### src/rtl/led_pattern_gen.sv
// led_pattern_gen: parametrised LED pattern engine.
// A period counter produces a tick every (STEP_CYCLES >> speed) cycles.
// On each tick the LED frame either loads the first frame of a newly
// selected mode or advances the current pattern by one step.
// Both outputs are registered, so no input reaches an output combinationally.
module led_pattern_gen #(
  parameter int LED_W       = 8,
  parameter int STEP_CYCLES = 6_000_000
) (
  input  logic             clk,
  input  logic             rst,
  input  logic [2:0]       mode,
  input  logic [1:0]       speed,
  input  logic             pause,
  output logic [LED_W-1:0] led,
  output logic             step
);

  localparam int CNT_W = $clog2(STEP_CYCLES);

  localparam logic [LED_W-1:0] MSB_ONLY = {1'b1, {(LED_W-1){1'b0}}};
  localparam logic [LED_W-1:0] LSB_ONLY = {{(LED_W-1){1'b0}}, 1'b1};
  localparam logic [LED_W-1:0] ALL_ONES = {LED_W{1'b1}};
  localparam logic [LED_W-1:0] ALL_ZERO = {LED_W{1'b0}};

  typedef enum logic {
    DIR_DOWN = 1'b0,
    DIR_UP   = 1'b1
  } dir_t;

  logic [CNT_W-1:0] cnt_q, cnt_d;
  logic [2:0]       mode_q, mode_d;
  logic [LED_W-1:0] led_q, led_d;
  dir_t             dir_q, dir_d;
  logic             step_q, step_d;

  logic [31:0]      period_s;
  logic [31:0]      cnt_ext_s;
  logic             tick_s;

  // Step period for the current speed; >= lets a shrinking period tick at once.
  always_comb begin
    period_s  = 32'(STEP_CYCLES) >> speed;
    cnt_ext_s = 32'(cnt_q);
    if (!pause && (cnt_ext_s >= (period_s - 32'd1))) begin
      tick_s = 1'b1;
    end else begin
      tick_s = 1'b0;
    end
  end

  // Period counter: clear on tick, hold while paused, otherwise count up.
  always_comb begin
    cnt_d = cnt_q;
    if (tick_s) begin
      cnt_d = {CNT_W{1'b0}};
    end else if (!pause) begin
      cnt_d = cnt_q + {{(CNT_W-1){1'b0}}, 1'b1};
    end else begin
      cnt_d = cnt_q;
    end
  end

  // Pattern engine: load the first frame of a new mode, or step the current one.
  always_comb begin
    led_d  = led_q;
    dir_d  = dir_q;
    mode_d = mode_q;
    step_d = tick_s;
    if (tick_s) begin
      if (mode != mode_q) begin
        mode_d = mode;
        case (mode)
          3'd0: led_d = MSB_ONLY;
          3'd1: led_d = LSB_ONLY;
          3'd2: led_d = ALL_ZERO;
          3'd3: led_d = ALL_ONES;
          3'd4: begin
            led_d = MSB_ONLY;
            dir_d = DIR_DOWN;
          end
          3'd5: led_d = ALL_ONES;
          default: led_d = led_q;  // freeze keeps the current frame
        endcase
      end else begin
        case (mode_q)
          3'd0: led_d = {led_q[0], led_q[LED_W-1:1]};
          3'd1: led_d = {led_q[LED_W-2:0], led_q[LED_W-1]};
          3'd2: begin
            if (led_q == ALL_ONES) begin
              led_d = ALL_ZERO;
            end else begin
              led_d = {led_q[LED_W-2:0], 1'b1};
            end
          end
          3'd3: begin
            if (led_q == ALL_ZERO) begin
              led_d = ALL_ONES;
            end else begin
              led_d = {1'b0, led_q[LED_W-1:1]};
            end
          end
          3'd4: begin
            // Turn around on reaching an end so each end is lit for one step.
            if (dir_q == DIR_DOWN) begin
              if (led_q[0]) begin
                dir_d = DIR_UP;
                led_d = {led_q[LED_W-2:0], 1'b0};
              end else begin
                led_d = {1'b0, led_q[LED_W-1:1]};
              end
            end else begin
              if (led_q[LED_W-1]) begin
                dir_d = DIR_DOWN;
                led_d = {1'b0, led_q[LED_W-1:1]};
              end else begin
                led_d = {led_q[LED_W-2:0], 1'b0};
              end
            end
          end
          3'd5: led_d = ~led_q;
          default: led_d = led_q;
        endcase
      end
    end else begin
      led_d  = led_q;
      dir_d  = dir_q;
      mode_d = mode_q;
    end
  end

  // State registers with asynchronous active-high reset.
  always_ff @(posedge clk or posedge rst) begin
    if (rst) begin
      cnt_q  <= {CNT_W{1'b0}};
      mode_q <= 3'd0;
      led_q  <= MSB_ONLY;
      dir_q  <= DIR_DOWN;
      step_q <= 1'b0;
    end else begin
      cnt_q  <= cnt_d;
      mode_q <= mode_d;
      led_q  <= led_d;
      dir_q  <= dir_d;
      step_q <= step_d;
    end
  end

  assign led  = led_q;
  assign step = step_q;

endmodule

### config.mk
export PLATFORM = sky130hd
export DESIGN_NAME = led_pattern_gen
export DESIGN_NICKNAME = d
export VERILOG_FILES = /design/src/rtl/led_pattern_gen.sv
export SDC_FILE = /design/constraint.sdc
export NUM_CORES = 1
export LEC_CHECK = 0
export CAP_MARGIN = 15
export CORE_MARGIN = 1
export CORE_UTILIZATION = 54
export CTS_BUF_LIST = sky130_fd_sc_hd__clkbuf_16
export DETAILED_ROUTE_END_ITERATION = 10
export PLACE_DENSITY_LB_ADDON = 0.15
export SYNTH_ARGS = -nofsm -noshare
export SYNTH_HDL_FRONTEND = slang
export SYNTH_SLANG_ARGS = --single-unit
### constraint.sdc
create_clock -name clk -period 2.2 [get_ports clk]
set_input_delay 0.22 -clock clk [delete_from_list [all_inputs] [get_ports clk]]
set_output_delay 0.22 -clock clk [all_outputs]
set_load 0.005 [all_outputs]
=== Yosys cells after proc, flatten, opt, wreduce, memory -nomap -nowiden ===
Cells that the tools add are included.

* Add/sub/neg operators: 2
* Order comparisons: 1
* Equal/unequal tests: 15
* Shift-type cells: 1
* Mux-type cells: 17
* Bitwise logic cells: 1
* Reductions and logical operators: 12

{| class="wikitable"
|+ Operators by type and width
! cell !! count
|-
| two-way mux 8 bit || 6
|-
| case mux 8 bit (6 select lines) || 1
|-
| two-way mux 23 bit || 2
|-
| >= comparator 23 x 32 -> 1 bit || 1
|-
| case mux 8 bit (4 select lines) || 1
|-
| >> shifter 23 x 2 -> 32 bit (first input constant) || 1
|-
| subtractor 32 x 1 -> 32 bit (second input constant) || 1
|-
| adder 23 x 1 -> 23 bit (second input constant) || 1
|-
| equality test 3 x 2 -> 1 bit (second input constant) || 4
|-
| equality test 3 bit (second input constant) || 4
|-
| equality test 8 bit (second input constant) || 1
|-
| zero test 8 bit || 1
|-
| inverter 8 bit || 1
|-
| two-way mux 1 bit || 7
|-
| nonzero test 7 bit || 1
|-
| equality test 3 x 1 -> 1 bit (second input constant) || 2
|-
| zero test 3 bit || 2
|-
| AND reduction 3 bit || 2
|-
| != test 5 x 3 -> 1 bit (second input constant) || 1
|-
| != test 2 x 1 -> 1 bit (second input constant) || 2
|-
| OR reduction 2 bit || 2
|-
| != test 3 bit || 1
|-
| AND reduction 2 bit || 1
|-
| nonzero test 2 bit || 1
|-
| 2 further kinds || 2
|}

* Register bits after elaboration: 36
* Input bits: 8
* Output and inout bits: 9
* Word-level logic and storage cells: 54

=== Logic depth before layout (Yosys ltp) ===
Gate-level depths: netlist of run 1.

* Depth after elaboration: 6
* Depth in mapped cells: 14
* Mapped depth without buffers: 11

=== Least setup slack after synthesis of run 1 ===
OpenSTA, ideal clock, no wires.

* Path type: input to register
* From: input port speed[1]
* To: register led_q[2] (netlist: led[2])
* Library setup time: 0.125 ns
* Arrival: 2.334 ns
* Required time: 2.075 ns
* Slack: -0.259 ns
* Stages: 13
* Buffers on the path: 2
* Path through: inv_1 > ha_1 > inv_1 > ha_1 > clkbuf_1 > ha_1 > nand3_1 > nor4_1 > o311ai_1 > o211ai_2 > and2_1 > buf_4 > mux2_4

* Longest elaborated chain between the ends: 6

{| class="wikitable"
|+ Ends and longest elaborated chain
! element !! RTL line !! RTL
|-
| start, declared || 13 || <nowiki>input logic [1:0] speed,</nowiki>
|-
| >> shifter 23 x 2 -> 32 bit || 43 || <nowiki>period_s = 32'(STEP_CYCLES) >> speed;</nowiki>
|-
| subtractor 32 x 1 -> 32 bit || 45 || <nowiki>if (!pause && (cnt_ext_s >= (period_s - 32'd1))) begin</nowiki>
|-
| >= comparator 23 x 32 -> 1 bit || 45 ||
|-
| logical AND 1 bit || 45 ||
|-
| two-way mux 1 bit || 45 ||
|-
| AND reduction 3 bit (no line) || - ||
|-
| end signal, assigned || 143 || <nowiki>led_q <= led_d;</nowiki>
|-
| end, declared || 33 || <nowiki>logic [LED_W-1:0] led_q, led_d;</nowiki>
|}

No other way between the ends.
A chain may end at the register's enable or synchronous reset.

=== Final worst setup path of run 1 ===
* From: register cnt_q[5]
* To: register mode_q[2]

* Longest elaborated chain between the ends: 4

{| class="wikitable"
|+ Ends and longest elaborated chain
! element !! RTL line !! RTL
|-
| start, declared || 31 || <nowiki>logic [CNT_W-1:0] cnt_q, cnt_d;</nowiki>
|-
| start signal, assigned || 135 || <nowiki>cnt_q <= {CNT_W{1'b0}};</nowiki>
|-
| start signal, assigned || 141 || <nowiki>cnt_q <= cnt_d;</nowiki>
|-
| >= comparator 23 x 32 -> 1 bit || 45 ||
|-
| logical AND 1 bit || 45 ||
|-
| two-way mux 1 bit || 45 ||
|-
| AND reduction 2 bit (no line) || - ||
|-
| end signal, assigned || 142 || <nowiki>mode_q <= mode_d;</nowiki>
|-
| end, declared || 32 || <nowiki>logic [2:0] mode_q, mode_d;</nowiki>
|}

No other way between the ends.

==> results of run 1 <==
[state kept, by name, summed over array words and instances (netlist names)]
signal and count:
step 1, mode_q 3, led 8, cnt_q 23
dir_q 1
[kinds of logic after synthesis]
kind of cell / count (synthesis) / share of synthesized area
simple gates: 114 / 0.221
compound gates: 76 / 0.175
flops: 36 / 0.322
buf+inv: 29 / 0.0501
fa+ha+maj: 28 / 0.125
xor+xnor: 24 / 0.0751
mux: 7 / 0.0317
[metrics by stage]
| stage | instance area (um^2) | hold slack (ps) | setup slack [ps] | cells |
|---|---|---|---|---|
| floorplan | 2880 | 372 | 4.23 | 314 |
| global placement | 3310 | 527 | -747 | 418 |
| detailed placement | 3310 | 538 | -848 | 418 |
| CTS | 3600 | 384 | 0.443 | 429 |
| global route | 3660 | 459 | -138 | 429 |
| finish | 3660 | 365 | -63.4 | 429 |
[cell type report]
type,count,area (um^2),area share
Clock inverter,3,11.3,0.00308
Multi-Input combinational cell,249,1980,0.542
Tap cell,67,83.8,0.0229
Clock buffer,5,125,0.0342
Timing Repair Buffer,53,468,0.128
Inverter,16,85.1,0.0233
Sequential cell,36,902,0.247
[power by group through the flow]
| stage | Sequential, uW | Combinational, uW | Clock (uW) |
|---|---|---|---|
| 4_1_cts | 776 | 375 | 662 |
| 3_5_place_dp | 782 | 336 | 0 |
| 2_1_floorplan | 776 | 211 | 0 |
| 3_3_place_gp | 778 | 327 | 0 |
| 5_1_grt | 786 | 464 | 700 |
| 6_report | 779 | 421 | 652 |
[cells in the mapped netlist, types with 4 or more instances]
| master | instances |
|---|---|
| a22o_1 | 5 |
| a21o_1 | 5 |
| nor2_1 | 30 |
| a21oi_1 | 23 |
| buf_2 | 4 |
| ha_1 | 28 |
| inv_1 | 16 |
| a211oi_1 | 4 |
| o21ai_0 | 12 |
| o21ai_1 | 4 |
| dfrtp_1 | 35 |
| nand2_1 | 21 |
| and3_1 | 6 |
| xnor2_1 | 9 |
| and4_1 | 4 |
| xor2_1 | 15 |
| buf_4 | 5 |
| nand3_1 | 12 |
| nand4_1 | 4 |
| nor3_1 | 8 |
[per-layer routing]
metal	vias up	share of wire	GRT usage	wire length, um
met5	-	0	0	0
met4	0	0.012	0.0791	85
met3	10	0.065	0.0569	456
met2	78	0.47	0.426	3290
met1	1197	0.46	0.397	3220
li1	1232	-	-	-
[timing repair]
action                     4_1_cts  5_1_grt
setup endpoints to repair       36       25
resized for setup               34       11
pin swaps                       13        5
setup buffers                    3        0
[worst min-delay path, delay by kind of cell]
kind	cells	cell delay, ps
buffers and inverters	3	850
[worst max path at each step]
stage                     slack [ps]  cells past startpoint         to
after global placement          -750                     12     led[2]
after global routing            -140                      7  mode_q[1]
after floorplan                    4                     13     led[2]
final                            -60                      7  mode_q[2]
after CTS                        0.4                      7  mode_q[2]
after detailed placement        -850                     13  cnt_q[17]
==> impl_metrics.py, run 1 <==
metrics = {
    "yosys": {
        "synth_area_um2": 2800,
        "async_flop_share": 1.00,
        "synth_edf_count": 0,
        "synth-main-ff-cell": "dfrtp_1",
        "synth_top_area_frac": 0.313,
        "syn-num-nets": 350,
        "avgSynthCellArea_um2": 8.91,
        "synth-seq-area-share": 0.322,
        "yosysUniqueCellTypes": 62,
        "ys_top_cells_by_area": "dfrtp_1, ha_1, xor2_1",
        "synth_cells": 314,
        "ys_seq_elements": 36,
        "ys_warn_count": 0,
        "synth_top_cell_by_area": "dfrtp_1",
    },
    "sta": {
        "final.setup.tns_ps": -256,
        "post-route-period-util": 1.03,
        "skew_ps": 3.81,
        "finalWorstSetupSlack_ps": -63.4,
        "fin_crit_ps": 2260,
        "hold_viol_final": 0,
        "drv_slew": 0,
        "rsz0062_at_grt": "yes",
        "max_slew_margin": 0.669,
        "finalSetupViolations": 8,
        "worstMarginPinSlew_ps": 496,
        "fmax_ghz": 0.442,
    },
    "global_routing": {
        "grt-ovfl-total": 0,
        "grt_pass1_vias": 2381,
        "grt_pass1_wl_um": 11500,
        "grt_max_degree": 37,
        "grt_usage": 0.278,
        "antenna_found_initial": 0,
    },
    "min_path": {
        "hp-class": "in -> async",
    },
    "critical_path": {
        "path_class": "reg -> reg",
        "cp-startpoint": "cnt_q[5]",
        "max_stage_delay_ps": 450,
        "r2r-end": "mode_q[2]",
        "path_cells": "ha_4 > a21oi_1 > o22ai_2 > o311ai_2 > o211ai_2 > and2b_2 > mux2_4",
        "slowest_stage": "dfrtp_1",
        "ff2ff_path_depth": 7,
        "rrSetupSlack_ps": -60,
        "startpoint_type": "flip-flop",
        "worstPathArrival_ps": 2430,
        "worstPathRequired_ps": 2360,
        "crit_family": "compound AO/OA/AOI/OAI gates",
        "cp-end-kind": "flip-flop",
        "cp_num_buf_inv": 0,
        "crit_fanout": 4,
        "r2r_start": "cnt_q[5]",
    },
    "final_layout": {
        "nNetsFinal": 397,
        "layout_common_cells": "dfrtp_1, buf_4, nor2_1, a21oi_1, nand2_1",
        "area_delta_synth_final_pct": 30.7,
        "utilization": 0.755,
        "fill_cells": 344,
        "antenna_cells": 0,
        "final_common_cell": "dfrtp_1",
        "drive_gt1_frac": 0.254,
    },
    "floorplanning": {
        "core.rowCount": 25,
        "die-area_um2": 5480,
        "fp.dieH_um": 74.0,
        "pin_count": 17,
        "core_area_um2": 4850,
        "initial_core_util": 0.577,
        "fp.dieW_um": 74.0,
    },
    "outcome": {
        "status": "finished with violations",
        "violations": "negative setup slack",
    },
    "route": {
        "drc_errors": 0,
        "first_iter_violations": 288,
        "antenna_left": 0,
        "wire_per_inst_um": 16.5,
        "dr.pass1.iters": 4,
        "wl_um": 7060,
        "num_vias": 2517,
        "avgViaCountPerCell": 5.87,
    },
    "place": {
        "gp_congestion": 0.966,
        "port-buffer-count": 16,
        "dp_hpwl_um": 4970,
    },
    "power_and_ir_drop": {
        "share_comb_of_total_power": 0.227,
        "pwr-share-seq": 0.421,
        "peakVddDrop_mv": 0.549,
        "p_per_area_nw_per_um2": 506,
        "total_leakage_power_uw": 0.00173,
        "intPower_uw": 1330,
        "switching_share": 0.284,
        "p_switching_uw": 527,
        "power_uw": 1850,
        "p_clk_frac": 0.352,
    },
    "clock_tree": {
        "cts-root-buf": "clkbuf_16",
        "cts_sinks": 36,
        "cts.clk_slew.worst_paths_ps": 50,
        "postCtsHoldBufs": 0,
        "cts_buffers": 5,
        "tritoncts": "yes",
        "cts_buffer_depth": 2,
        "cts_max_level": 2,
        "clock_latency_ps": 280,
    },
    "run": {
        "cap_viol_max_count": 0,
    },
}
Note: power is estimated with default switching activity, not from simulation.
==> inputs of run 2 (changes only) <==
--- a/config.mk
+++ b/config.mk
@@ -10,6 +10,7 @@
 export CORE_UTILIZATION = 54
 export CTS_BUF_LIST = sky130_fd_sc_hd__clkbuf_16
 export DETAILED_ROUTE_END_ITERATION = 10
+export GPL_TIMING_DRIVEN = 0
 export PLACE_DENSITY_LB_ADDON = 0.15
 export SYNTH_ARGS = -nofsm -noshare
 export SYNTH_HDL_FRONTEND = slang
==> impl_metrics.py, run 2 (synthesis gave the netlist of run 1 again) <==
metrics = {
    "outcome": {
        "status": "finished with violations",
        "violations": "negative setup slack",
    },
    "critical_path": {
        "worstPathRequired_ps": 2360,
        "cp-end-kind": "flip-flop",
        "cp.depth": 9,
        "crit_fanout": 8,
        "path_class": "reg -> reg",
        "worstPathArrival_ps": 2430,
        "slowest_stage": "dfrtp_2",
        "r2r_start": "cnt_q[13]",
        "cp-startpoint": "cnt_q[13]",
        "crit_family": "simple AND/OR/NAND/NOR gates",
        "path_cells": "ha_1 > nand4_1 > nor4_4 > o311ai_2 > o211ai_2 > and2b_2 > buf_6 > buf_12 > nor2_1",
        "rrSetupSlack_ps": -70,
        "max_stage_delay_ps": 430,
        "startpoint_type": "flip-flop",
        "r2r-end": "cnt_q[13]",
        "ff2ff_path_depth": 9,
        "cp_num_buf_inv": 2,
        "crit_path_end": "cnt_q[13]",
    },
    "global_routing": {
        "grt_pass1_vias": 2177,
        "antenna_found_initial": 0,
        "grt_usage": 0.258,
        "grt_max_degree": 25,
        "grt-ovfl-total": 0,
        "grt_pass1_wl_um": 10700,
    },
    "sta": {
        "rsz0062_at_grt": "yes",
        "fin_crit_ps": 2270,
        "post-route-period-util": 1.03,
        "worstMarginPinSlew_ps": 562,
        "hold_viol_final": 0,
        "final.setup.tns_ps": -991,
        "drv_slew": 0,
        "fin_hold_ws_ps": 292,
        "max_slew_margin": 0.625,
        "finalWorstSetupSlack_ps": -71.4,
        "fmax_ghz": 0.440,
        "finalSetupViolations": 24,
        "skew_ps": 5.69,
    },
    "floorplanning": {
        "fp.dieH_um": 74.0,
        "die-area_um2": 5480,
        "core_area_um2": 4850,
        "fp.dieW_um": 74.0,
        "pin_count": 17,
        "initial_core_util": 0.577,
        "core.rowCount": 25,
    },
    "final_layout": {
        "register_area_um2": 911,
        "drive_gt1_frac": 0.255,
        "antenna_cells": 0,
        "regMostFlops": "cnt_q",
        "fill_cells": 356,
        "multi_input_area_um2": 1990,
        "area_delta_synth_final_pct": 29.5,
        "layout_common_cells": "dfrtp_1, nor2_1, a21oi_1, nand2_1, buf_4",
        "largest_reg_flops": 23,
        "nNetsFinal": 388,
        "final_common_cell": "dfrtp_1",
    },
    "route": {
        "wire_per_inst_um": 16.9,
        "first_iter_violations": 216,
        "avgViaCountPerCell": 6.08,
        "dr.pass1.iters": 4,
        "drc_errors": 0,
        "num_vias": 2554,
        "antenna_left": 0,
        "wl_um": 7080,
    },
    "power_and_ir_drop": {
        "intPower_uw": 1290,
        "switching_share": 0.281,
        "total_leakage_power_uw": 0.00167,
        "share_comb_of_total_power": 0.188,
        "peakVddDrop_mv": 0.523,
        "power_uw": 1790,
        "p_switching_uw": 504,
        "pwr-share-seq": 0.442,
        "p_clk_frac": 0.370,
        "p_per_area_nw_per_um2": 495,
    },
    "run": {
        "cap_viol_max_count": 0,
    },
    "min_path": {
        "hp-class": "in -> async",
    },
    "clock_tree": {
        "cts_sinks": 36,
        "tritoncts": "yes",
        "clock_latency_ps": 280,
        "cts_buffer_depth": 2,
        "cts.clk_slew.worst_paths_ps": 50,
        "cts-root-buf": "clkbuf_16",
        "postCtsHoldBufs": 0,
        "cts_buffers": 5,
        "cts_max_level": 2,
    },
    "place": {
        "dp_hpwl_um": 4750,
        "gp_congestion": 0.926,
        "port-buffer-count": 15,
    },
}
run 2: cell count changes in the layout (fill, tap and decap cells not counted), sizes merged:
cell	previous run	this run
inv	18	19
clkinv	1	0
buf	39	29
clkbuf	5	7
clkdlybuf4s50	14	13
run 2: power groups by stage:
| stage | registers, uW | clock network [uW] | logic, uW |
|---|---|---|---|
| finish | 792 | 664 | 337 |
| detailed placement | 794 | 0 | 284 |
| global route | 799 | 691 | 382 |
| global placement | 790 | 0 | 263 |
| CTS | 784 | 671 | 298 |
| floorplan | 776 | 0 | 211 |
run 2: how the worst min path moves through the flow:
stage | start | to | slack (ps) | cells past startpoint
global placement | cnt_q[1] | cnt_q[1] | 520 | 2
global route | rst | led[2] | 360 | 2
finish | rst | led[2] | 290 | 2
floorplan | mode[0] | mode_q[0] | 370 | 1
CTS | rst | led[2] | 310 | 2
detailed placement | cnt_q[1] | cnt_q[1] | 520 | 2
run 2: what timing repair did:
| action | in CTS | in global routing |
|---|---|---|
| endpoints found under the setup margin | 36 | 29 |
| pin swaps | 4 | 9 |
| endpoints found under the hold margin | 0 | 0 |
| buffers inserted | 5 | 12 |
| resized for setup | 28 | 32 |
run 2: layout make-up:
type / instances / area share
multi-input combinational: 249 / 0.548
sequential: 36 / 0.251
timing repair buffer: 33 / 0.0932
clock buffer: 5 / 0.0345
inverter: 16 / 0.0235
tap: 67 / 0.0231
buffer: 11 / 0.0228
clock inverter: 3 / 0.00311
run 2: per-stage QoR:
step | std cells | setup WS (ps) | utilization | instance area (um^2)
after floorplan | 314 | 4.23 | - | 2880
after global placement | 396 | -1210 | 0.643 | 3120
after detailed placement | 397 | -1310 | 0.648 | 3140
after CTS | 408 | -20.6 | 0.696 | 3370
after global routing | 420 | -171 | 0.748 | 3620
final | 420 | -71.4 | 0.748 | 3620
run 2: per-layer routing:
metal  up-vias  share of wire  routed length (um)  track usage
li1       1206              -                   -            -
met1      1250           0.47                3300        0.390
met2        77           0.46                3260        0.372
met3        21          0.046                 323       0.0407
met4         0          0.026                 187       0.0876
met5         -              0                   0            0
run 2: worst reg2reg max path, cell delays in order (launching register included):
cell	delay [ps]
dfrtp_2	430
ha_1	340
nand4_1	190
nor4_4	270
o311ai_2	170
o211ai_2	130
and2b_2	270
buf_6	150
buf_12	130
nor2_1	70
==> inputs of run 3 (changes only) <==
--- a/config.mk
+++ b/config.mk
@@ -11,6 +11,7 @@
 export CTS_BUF_LIST = sky130_fd_sc_hd__clkbuf_16
 export DETAILED_ROUTE_END_ITERATION = 10
 export GPL_TIMING_DRIVEN = 0
+export MAX_ROUTING_LAYER = met4
 export PLACE_DENSITY_LB_ADDON = 0.15
 export SYNTH_ARGS = -nofsm -noshare
 export SYNTH_HDL_FRONTEND = slang
==> impl_metrics.py, run 3 (synthesis gave the netlist of run 1 again) <==
metrics = {
    "route": {
        "antenna_left": 0,
        "wire_per_inst_um": 16.1,
        "drc_errors": 0,
        "wl_um": 6830,
        "num_vias": 2494,
        "first_iter_violations": 252,
        "dr.pass1.iters": 4,
        "avgViaCountPerCell": 5.90,
    },
    "place": {
        "gp_congestion": 0.957,
        "pre_cts_slack_ps": -1240,
        "dp_hpwl_um": 4540,
        "dp.cells": 397,
        "port-buffer-count": 15,
    },
    "critical_path": {
        "path_class": "reg -> reg",
        "worstPathArrival_ps": 2470,
        "r2r_start": "cnt_q[15]",
        "rrSetupSlack_ps": -110,
        "r2r-end": "mode_q[1]",
        "crit_fanout": 3,
        "worstPathRequired_ps": 2360,
        "cp-end-kind": "flip-flop",
        "startpoint_type": "flip-flop",
        "ff2ff_path_depth": 8,
    },
    "power_and_ir_drop": {
        "total_leakage_power_uw": 0.00169,
        "peakVddDrop_mv": 0.595,
        "p_per_area_nw_per_um2": 486,
    },
    "floorplanning": {
        "initial_core_util": 0.577,
        "die-area_um2": 5480,
        "pin_count": 17,
        "core.rowCount": 25,
        "fp.dieH_um": 74.0,
        "fp.dieW_um": 74.0,
        "core_area_um2": 4850,
    },
    "clock_tree": {
        "cts-root-buf": "clkbuf_16",
        "cts_sinks": 36,
        "cts.clk_slew.worst_paths_ps": 60,
        "clock_latency_ps": 280,
        "tritoncts": "yes",
        "cts_buffers": 5,
        "cts_max_level": 2,
        "cts_buffer_depth": 2,
    },
    "sta": {
        "max_slew_margin": 0.602,
        "finalWorstSetupSlack_ps": -111,
        "hold_viol_final": 0,
        "post-route-period-util": 1.05,
        "fin_crit_ps": 2310,
        "finalSetupViolations": 22,
        "worstMarginPinSlew_ps": 597,
        "rsz0062_at_grt": "yes",
        "skew_ps": 6.51,
        "drv_slew": 0,
        "fmax_ghz": 0.433,
    },
    "final_layout": {
        "regMostFlops": "cnt_q",
        "area_delta_synth_final_pct": 30.1,
        "final_common_cell": "dfrtp_1",
        "nNetsFinal": 391,
        "largest_reg_flops": 23,
        "final_cells": 423,
        "antenna_cells": 0,
        "drive_gt1_frac": 0.253,
        "utilization": 0.751,
        "layout_common_cells": "dfrtp_1, nor2_1, nand2_1, a21oi_1, ha_1",
    },
    "global_routing": {
        "grt_usage": 0.254,
        "grt_max_degree": 24,
        "antenna_found_initial": 0,
        "grt_pass1_wl_um": 10400,
        "grt_pass1_vias": 2154,
        "grt-ovfl-total": 0,
    },
    "outcome": {
        "status": "finished with violations",
        "violations": "negative setup slack",
    },
    "run": {
        "cap_viol_max_count": 0,
    },
    "min_path": {
        "hp-class": "in -> async",
    },
}
==> run 3: changes by cell type in the layout (fill, tap and decap cells not counted), sizes merged <==
cell,previous run,this run
buf,29,31
clkbuf,7,8
clkinv,0,2
inv,19,17
==> run 3: how the worst max path moves through the flow <==
| stage | slack [ps] | startpoint | to | cells after the start |
|---|---|---|---|---|
| after floorplan | 4 | speed[1] | led[2] | 13 |
| after global placement | -1220 | speed[1] | cnt_q[8] | 13 |
| after detailed placement | -1240 | speed[1] | cnt_q[5] | 13 |
| after CTS | 0.2 | cnt_q[20] | mode_q[2] | 8 |
| after global routing | -170 | cnt_q[12] | mode_q[0] | 8 |
| final | -110 | cnt_q[15] | mode_q[1] | 8 |
==> run 3: where the power goes <==
group | leakage [uW] | internal [uW] | switching [uW]
Sequential | 0.000470 | 715 | 64.0
Clock | 0.0000701 | 407 | 251
Combinational | 0.00115 | 161 | 171
==> run 3: per-layer routing <==
layer	routed length, um	global-route usage
met1	3280	0.371
met2	3050	0.364
met3	389	0.0379
met4	101	0.0705
met5	0	-
==> run 3: per-stage QoR <==
stage                     power [uW]  hold slack (ps)  cell area, um^2  TNS (ps)
after detailed placement        1070              542             3140    -38590
after global routing            1860              375             3640     -2650
after CTS                       1760              328             3410         0
after global placement          1050              514             3120    -38390
final                           1770              304             3640      -901
after floorplan                  987              372             2880         0
==> run 3: area by class of cell <==
| type | count | area (um^2) |
|---|---|---|
| inverter | 16 | 85.1 |
| sequential | 36 | 907 |
| buffer | 12 | 97.6 |
| clock buffer | 5 | 125 |
| tap | 67 | 83.8 |
| timing repair buffer | 35 | 373 |
| fill | 317 | 1210 |
| multi-input combinational | 249 | 1960 |
| clock inverter | 3 | 11.3 |
==> run 3: worst max-delay path: stages, from the launching register on <==
cell and delay, ps:
dfrtp_2 430, ha_4 280, nand4_1 160, nor4_4 370
o311ai_2 170, o211ai_2 130, and2b_2 230, buf_12 110
mux2_4 290
==> run 3: what timing repair did <==
item                                    CTS  global route
hold buffers                              0             0
endpoints found under the setup margin   36            26
buffers inserted                          8             9
pin swaps                                 5             8
gates cloned                              0             2
resized for setup                        26            33
